[src/rtl/matrix_operand_loader.sv]
// matrix_operand_loader: fetches two 4x4 8-bit matrices (A, B) from word memory
// and packs each into a 128-bit column-major vector for dot_product.
//
// Ports:
//   i_clk, i_rst        clock, synchronous active-high reset
//   i_start             load request (sampled only in IDLE)
//   i_base_a, i_base_b  word addresses of A and B
//   o_mem_rd_en         read strobe
//   o_mem_addr          read word address
//   i_mem_rd_data       read data, valid one cycle after o_mem_rd_en
//   o_a_out, o_b_out    packed operands (element 0 in the MSB byte)
//   o_valid_out         operands complete and stable
//   i_ready_in          consumer accepts operands
//   o_busy              high outside IDLE
//   o_done              one-cycle pulse after the handshake
//
// Build option: define LOADER_TRANSPOSE_B_EN when B is stored row-major in
// memory; B is then transposed while packing so o_b_out stays column-major.
module matrix_operand_loader #(
    parameter int WIDTH_V    = 128,
    parameter int BITS_INDEX = 8,
    parameter int ADDR_W     = 16
) (
    input  logic                i_clk,
    input  logic                i_rst,
    input  logic                i_start,
    input  logic [ADDR_W-1:0]   i_base_a,
    input  logic [ADDR_W-1:0]   i_base_b,
    output logic                o_mem_rd_en,
    output logic [ADDR_W-1:0]   o_mem_addr,
    input  logic [31:0]         i_mem_rd_data,
    output logic [WIDTH_V-1:0]  o_a_out,
    output logic [WIDTH_V-1:0]  o_b_out,
    output logic                o_valid_out,
    input  logic                i_ready_in,
    output logic                o_busy,
    output logic                o_done
);

    typedef enum logic [1:0] {
        S_IDLE,
        S_FETCH,
        S_DRAIN,
        S_HOLD
    } state_t;

    state_t            r_state;
    logic [2:0]        r_cnt;       // index of the read issued this cycle
    logic [ADDR_W-1:0] r_base_b;
    logic              r_pend;      // a read response is on i_mem_rd_data
    logic [2:0]        r_pend_idx;  // which of the 8 words it is (bit 2 = B)

    always_ff @(posedge i_clk) begin
        if (i_rst) begin
            r_state     <= S_IDLE;
            r_cnt       <= '0;
            r_base_b    <= '0;
            r_pend      <= 1'b0;
            r_pend_idx  <= '0;
            o_mem_rd_en <= 1'b0;
            o_mem_addr  <= '0;
            o_a_out     <= '0;
            o_b_out     <= '0;
            o_valid_out <= 1'b0;
            o_busy      <= 1'b0;
            o_done      <= 1'b0;
        end else begin
            o_done     <= 1'b0;
            r_pend     <= o_mem_rd_en;
            r_pend_idx <= r_cnt;

            // Write the returning word into its four byte lanes only.
            if (r_pend) begin
                for (int w = 0; w < 4; w++) begin
                    if (r_pend_idx[1:0] == w[1:0]) begin
                        for (int i = 0; i < 4; i++) begin
                            if (!r_pend_idx[2]) begin
                                o_a_out[WIDTH_V-1-BITS_INDEX*(4*w+i) -: BITS_INDEX]
                                    <= i_mem_rd_data[BITS_INDEX*i +: BITS_INDEX];
                            end else begin
`ifdef LOADER_TRANSPOSE_B_EN
                                // row-major element (row w, col i) -> k = i*4 + w
                                o_b_out[WIDTH_V-1-BITS_INDEX*(4*i+w) -: BITS_INDEX]
                                    <= i_mem_rd_data[BITS_INDEX*i +: BITS_INDEX];
`else
                                o_b_out[WIDTH_V-1-BITS_INDEX*(4*w+i) -: BITS_INDEX]
                                    <= i_mem_rd_data[BITS_INDEX*i +: BITS_INDEX];
`endif
                            end
                        end
                    end
                end
            end

            unique case (r_state)
                S_IDLE: begin
                    if (i_start) begin
                        r_state     <= S_FETCH;
                        r_cnt       <= '0;
                        r_base_b    <= i_base_b;
                        o_mem_addr  <= i_base_a;
                        o_mem_rd_en <= 1'b1;
                        o_busy      <= 1'b1;
                    end
                end
                S_FETCH: begin
                    r_cnt <= r_cnt + 3'd1;
                    if (r_cnt == 3'd7) begin
                        o_mem_rd_en <= 1'b0;
                        r_state     <= S_DRAIN;
                    end else if (r_cnt == 3'd3) begin
                        o_mem_addr <= r_base_b;
                    end else begin
                        o_mem_addr <= o_mem_addr + ADDR_W'(1);
                    end
                end
                S_DRAIN: begin
                    // last word is captured on this same edge
                    o_valid_out <= 1'b1;
                    r_state     <= S_HOLD;
                end
                S_HOLD: begin
                    if (o_valid_out && i_ready_in) begin
                        o_valid_out <= 1'b0;
                        o_busy      <= 1'b0;
                        o_done      <= 1'b1;
                        r_state     <= S_IDLE;
                    end
                end
                default: r_state <= S_IDLE;
            endcase
        end
    end

endmodule
[config.mk]
export PLATFORM = sky130hd
export DESIGN_NAME = matrix_operand_loader
export DESIGN_NICKNAME = d
export VERILOG_FILES = /design/src/rtl/matrix_operand_loader.sv
export SDC_FILE = /design/constraint.sdc
export NUM_CORES = 1
export LEC_CHECK = 0
export CORE_MARGIN = 2
export CORE_UTILIZATION = 42
export CTS_CLUSTER_DIAMETER = 50
export DETAILED_ROUTE_END_ITERATION = 10
export MAX_ROUTING_LAYER = met4
export PLACE_DENSITY = 0.76
export SYNTH_ARGS = -nofsm -noshare
export SYNTH_HDL_FRONTEND = slang
export SYNTH_SLANG_ARGS = --single-unit
[constraint.sdc]
create_clock -name i_clk -period 1.9 [get_ports i_clk]
set_input_delay 0.38 -clock i_clk [delete_from_list [all_inputs] [get_ports i_clk]]
set_output_delay 0.38 -clock i_clk [all_outputs]
set_load 0.05 [all_outputs]
Word-level counts from Yosys, hierarchy flattened --
Cells that the tools add are included.
Word-level totals: input bits 68, bits in registers 301, output and inout bits 276, word-level logic and storage cells 73
Cells by class: muxes and demuxes 17, reduce and logical (&&, ||, !) cells 22, bitwise logic cells 2, add/subtract/negate cells 2, equal/unequal tests 12
Operators with widths (count):
- 2-to-1 mux 16 bit | 3
- AND reduction 3 bit | 12
- one-hot mux 16 bit (2 select lines) | 1
- adder 16 x 1 -> 16 bit, second input constant | 1
- equality test 2 bit, second input constant | 4
- inequality test 2 bit, second input constant | 4
- one-hot mux 2 bit (4 select lines) | 1
- 2-to-1 mux 2 bit | 3
- one-hot mux 1 bit (2 select lines) | 3
- one-hot mux 3 bit (2 select lines) | 1
- AND reduction 2 bit | 3
- nonzero test 2 bit | 3
- equality test 2 x 1 -> 1 bit, second input constant | 2
- logical NOT 2 bit | 2
- 2-to-1 mux 1 bit | 4
- adder 3 x 1 -> 3 bit, second input constant | 1
- equality test 3 x 2 -> 1 bit, second input constant | 1
- equality test 3 bit, second input constant | 1
- 2-to-1 mux 3 bit | 1
- inverter 1 bit | 2
- OR reduction 2 bit | 1
- logical AND 1 bit | 1

Logic depth before layout (Yosys ltp) --
depth in word-level cells 4, depth in mapped cells 8, depth with buffers taken out 6

Worst setup path before layout --
No wires, ideal clock.
path type reg2reg, start point register o_mem_addr[0], end point register o_mem_addr[12], path slack -0.393 ns, data arrival time 2.200 ns, required time 1.808 ns, path buffers 0, cell stages (with the launch flop) 6, path through dfxtp_1 -> ha_1 -> nand3_1 -> or4_1 -> o311a_1 -> o32ai_1
On the way: cells in the longest elaborated chain, start to end 4
RTL lines:
- from (decl) | RTL line 30 | output logic [ADDR_W-1:0] o_mem_addr,
- from (signal assigned) | RTL line 101 | o_mem_addr <= i_base_a;
- from (signal assigned) | RTL line 112 | o_mem_addr <= r_base_b;
- from (signal assigned) | RTL line 114 | o_mem_addr <= o_mem_addr + ADDR_W'(1);
- adder 16 x 1 -> 16 bit | RTL line 114
- 2-to-1 mux 16 bit | RTL line 111 | end else if (r_cnt == 3'd3) begin
- 2-to-1 mux 16 bit | RTL line 108 | if (r_cnt == 3'd7) begin
- one-hot mux 16 bit (2 select lines) | RTL line 95 | unique case (r_state)
No other way between the ends. The select of a mux whose other input is x is not followed. A chain may end at the register's enable or synchronous reset.

Worst setup path after layout --
Same ends and word-level chain as after synthesis.

==> qor.log <==
INFO  setup_path     cp_cell_instances=ha_4 -> nand3_2 -> or4_4 -> o311a_1 -> o32ai_1
INFO  sta            fmax=0.551GHz
INFO  sta            report.final.setup_viol=0
INFO  global_route   grt_usage=26.4%
INFO  clock_network  cts_root_buffer=sky130_fd_sc_hd__clkbuf_16
INFO  global_route   grt_max_degree=107
INFO  die            die_area=28000squm
INFO  clock_network  clock-sinks=301
INFO  synth          synthCells=1447
INFO  synth          synthesis.yosys.warnings=0
INFO  synth          synth-edff-count=0
INFO  clock_network  cts.reportedPaths.clkPinSlew=60ps
INFO  clock_network  ctsHtreeMaxLevel=2
INFO  setup_path     required=2310ps
INFO  finish         number_of_nets_in_the_finished_design=1831
INFO  sta            period_needed=1820ps
INFO  finish         mostFrequentLayoutCell=sky130_fd_sc_hd__nand2_1
INFO  die            die_width=167um
INFO  setup_path     critical_path_peak_fanout=8
INFO  route          wl=37400um
INFO  die            die_span_in_y=167um
INFO  route          detailedRoute.firstIterationViolations=913
INFO  pwr            finalPower=17.4mW
INFO  pwr            pwr_density_cell=1100nW/um^2
INFO  finish         syn_to_final_growth=41.3%
INFO  route          detailroute.via_count=11000
INFO  setup_path     critical-path-slowest-cell=sky130_fd_sc_hd__or4_4
INFO  setup_path     reg2reg_slack=80ps
INFO  placement      buffer_ports.inserted=343
INFO  route          avgRoutedWirePerCell=17.7um
INFO  pwr            switching_share=30.2%
INFO  clock_network  cts_buffer_depth=3
INFO  pwr            p_switching=5.26mW
INFO  route          detail_route.drc_violations=28
INFO  die            start_util=42.9%
INFO  synth          synth.cell_area=11200squm
INFO  global_route   first_global_vias=10100
INFO  route          ant_nets=0
INFO  setup_path     crit_arrival=2220ps
INFO  placement      finalWeightedCongestion=0.868
INFO  setup_path     timing.critical_path.buf_inv=0
INFO  global_route   grt_pass1_wl=57300um
INFO  die            design.core.area=26100squm
INFO  pwr            comb_power_share=20.9%
INFO  route          avgViaCountPerCell=5.22
INFO  synth          ys_seq_elements=301
INFO  finish         nFillCells=2359
INFO  synth          netlist-cell-type-count=49
INFO  hold_path      worst_hold_path_type=in -> reg
INFO  synth          synth_async_sr_flop_share=0%
INFO  clock_network  cts_buffers=35
INFO  pwr            leakagePower=6.43nW
INFO  global_route   grt_antenna_before_repair=0
INFO  finish         share_of_layout_cells_above_drive_strength_1=15.4%
INFO  clock_network  clock_insertion_delay_worst_skew=500ps
INFO  clock_network  clock_tree_from_tritoncts=done
INFO  setup_path     worst_setup_path_end_kind=flop
INFO  die            fp-row-count=59
INFO  pwr            power.sequential.fraction=40.7%
INFO  finish         finish.instance_area=15800squm
INFO  finish         final_cell_mix=sky130_fd_sc_hd__nand2_1 (563), sky130_fd_sc_hd__dfxtp_1 (289), sky130_fd_sc_hd__a21oi_1 (287), sky130_fd_sc_hd__buf_4 (178), sky130_fd_sc_hd__dlygate4sd2_1 (145)
INFO  pwr            peakVddDrop=811uV
INFO  sta            timing.final.crit_share=95.6%
INFO  pwr            power_frac_clock=38.4%
INFO  setup_path     path_class=reg -> reg
INFO  finish         num_antenna_cells=0
INFO  clock_network  post_cts_hold_buffer_count=0
INFO  route          dr.pass1.iters=9
INFO  synth          most_common_flop_cell_mapped_by_yosys=sky130_fd_sc_hd__dfxtp_1
INFO  sta            tightestPinTransition=511ps
INFO  pwr            cell_internal_pwr=12.1mW
INFO  synth          part_of_the_yosys_area_used_for_sequential_elements=53.8%
INFO  placement      placement.cell_area=14800squm
INFO  sta            timing.clock.skew=10.6ps
INFO  setup_path     startpoint_type=flop
INFO  sta            hold_violations=0
INFO  sta            timing_max_transition_violations_final=0
INFO  sta            timing.slew.headroom=65.6%
INFO  die            pin_count=344
INFO  synth          syn_avg_cell_area=7.74squm
INFO  setup_path     path_delay_family=simple AND/OR/NAND/NOR gates
INFO  setup_path     timing.critical_path.slowest_cell_delay=550ps
INFO  synth          net_count_after_synthesis=1523
INFO  status         status=finished with violations
INFO  global_route   grt_overflow=0
INFO  status         violated_checks=design-rule violations
INFO  job            max_cap_viol_count=0
INFO  placement      detailed_place_hpwl=25600um
==> what timing repair did <==
action                     4_1_cts  5_1_grt
setup endpoints to repair      145        6
gates resized for setup        145        8
setup buffers                    0        1
==> power by group through the flow <==
| stage | Combinational [mW] | Sequential (mW) | Clock [mW] |
|---|---|---|---|
| after floorplan | 1.46 | 7.96 | 0 |
| after global placement | 3.53 | 7.17 | 0 |
| after detailed placement | 3.59 | 7.19 | 0 |
| after CTS | 3.58 | 7.05 | 6.78 |
| after global routing | 3.89 | 7.12 | 7.06 |
| final | 3.64 | 7.07 | 6.68 |
==> per-stage QoR <==
| step | setup TNS, ps | setup WS, ps | utilization (%) | instances | hold WS, ps |
|---|---|---|---|---|---|
| 3_5_place_dp | -367 | -66.7 | 56.7 | 2052 | 446 |
| 4_1_cts | 0 | 56.8 | 60.4 | 2109 | 252 |
| 6_report | 0 | 83.8 | 60.6 | 2110 | 272 |
| 2_1_floorplan | 0 | 1.51 | - | 1447 | 431 |
| 3_3_place_gp | -210 | -37.4 | 56.7 | 2052 | 441 |
| 5_1_grt | -0.599 | -0.599 | 60.6 | 2110 | 277 |
==> worst paths after layout <==
path / from / to / depth (start not counted)
max: o_mem_addr[0] / o_mem_addr[12] / 5
min: i_rst / o_a_out[62] / 2
max reg2reg: o_mem_addr[0] / o_mem_addr[12] / 5
min reg2reg: o_b_out[9] / o_b_out[9] / 2
==> sequential cells by signal, indices dropped and copies added, names as in the netlist <==
register / cells
r_pend_idx: 3
o_busy: 1
o_mem_addr: 16
r_state: 2
r_base_b: 16
r_cnt: 3
o_a_out: 128
o_valid_out: 1
r_pend: 1
o_b_out: 128
o_done: 1
o_mem_rd_en: 1
==> synthesized netlist by cell type (2+ instances only) <==
master / number / area (sq um)
sky130_fd_sc_hd__xor2_1: 2 / 17.5
sky130_fd_sc_hd__a211oi_1: 10 / 75.1
sky130_fd_sc_hd__inv_1: 10 / 37.5
sky130_fd_sc_hd__o21ai_0: 13 / 65.1
sky130_fd_sc_hd__a21oi_1: 287 / 1440
sky130_fd_sc_hd__nand2_1: 563 / 2110
sky130_fd_sc_hd__nand2b_1: 7 / 43.8
sky130_fd_sc_hd__o21a_1: 3 / 22.5
sky130_fd_sc_hd__buf_2: 2 / 10.0
sky130_fd_sc_hd__dfxtp_1: 301 / 6030
sky130_fd_sc_hd__clkbuf_2: 32 / 160
sky130_fd_sc_hd__a21o_1: 3 / 22.5
sky130_fd_sc_hd__xnor2_1: 3 / 26.3
sky130_fd_sc_hd__o311a_1: 2 / 20.0
sky130_fd_sc_hd__or3_1: 4 / 25.0
sky130_fd_sc_hd__nor2b_1: 12 / 75.1
sky130_fd_sc_hd__a2111oi_0: 2 / 17.5
sky130_fd_sc_hd__nor4_1: 4 / 25.0
sky130_fd_sc_hd__o211ai_1: 3 / 22.5
sky130_fd_sc_hd__ha_1: 8 / 100
sky130_fd_sc_hd__nor3_1: 7 / 35.0
sky130_fd_sc_hd__nand3_1: 11 / 55.1
sky130_fd_sc_hd__nor2_1: 23 / 86.3
sky130_fd_sc_hd__a221oi_1: 5 / 43.8
sky130_fd_sc_hd__nand4_1: 5 / 31.3
sky130_fd_sc_hd__buf_1: 4 / 15.0
sky130_fd_sc_hd__o31ai_1: 2 / 15.0
sky130_fd_sc_hd__mux2i_1: 5 / 50.1
sky130_fd_sc_hd__or4_1: 2 / 15.0
sky130_fd_sc_hd__a31oi_1: 3 / 18.8
sky130_fd_sc_hd__clkbuf_1: 91 / 342
==> layer usage <==
metal	global-route usage (%)	vias to the layer above	routed length (um)
met5	-	-	0
met4	9.30	0	1290
met3	3.99	80	2700
met2	42.7	450	17700
met1	33.7	5156	15800
li1	-	5334	-
==> area by class of cell <==
| class | count | area [sq um] | share of cell area [%] |
|---|---|---|---|
| inverter | 10 | 37.5 | 0.237 |
| sequential | 301 | 6050 | 38.2 |
| multi-input combinational | 1007 | 4700 | 29.7 |
| clock inverter | 7 | 98.8 | 0.624 |
| clock buffer | 50 | 1050 | 6.66 |
| timing repair buffer | 400 | 3470 | 21.9 |
| tap | 335 | 419 | 2.65 |
==> cell families after synthesis <==
kind of cell	after synthesis	synth area share, %
adders and majority gates	8	0.893
buffers and inverters	139	5.04
muxes	5	0.447
and+or+nand+nor	646	23.0
xor gates and xnor gates	5	0.391
DFF	301	53.8
AOI/OAI and AO/OA	343	16.5
No activity file was read; power rests on OpenSTA's default activity.
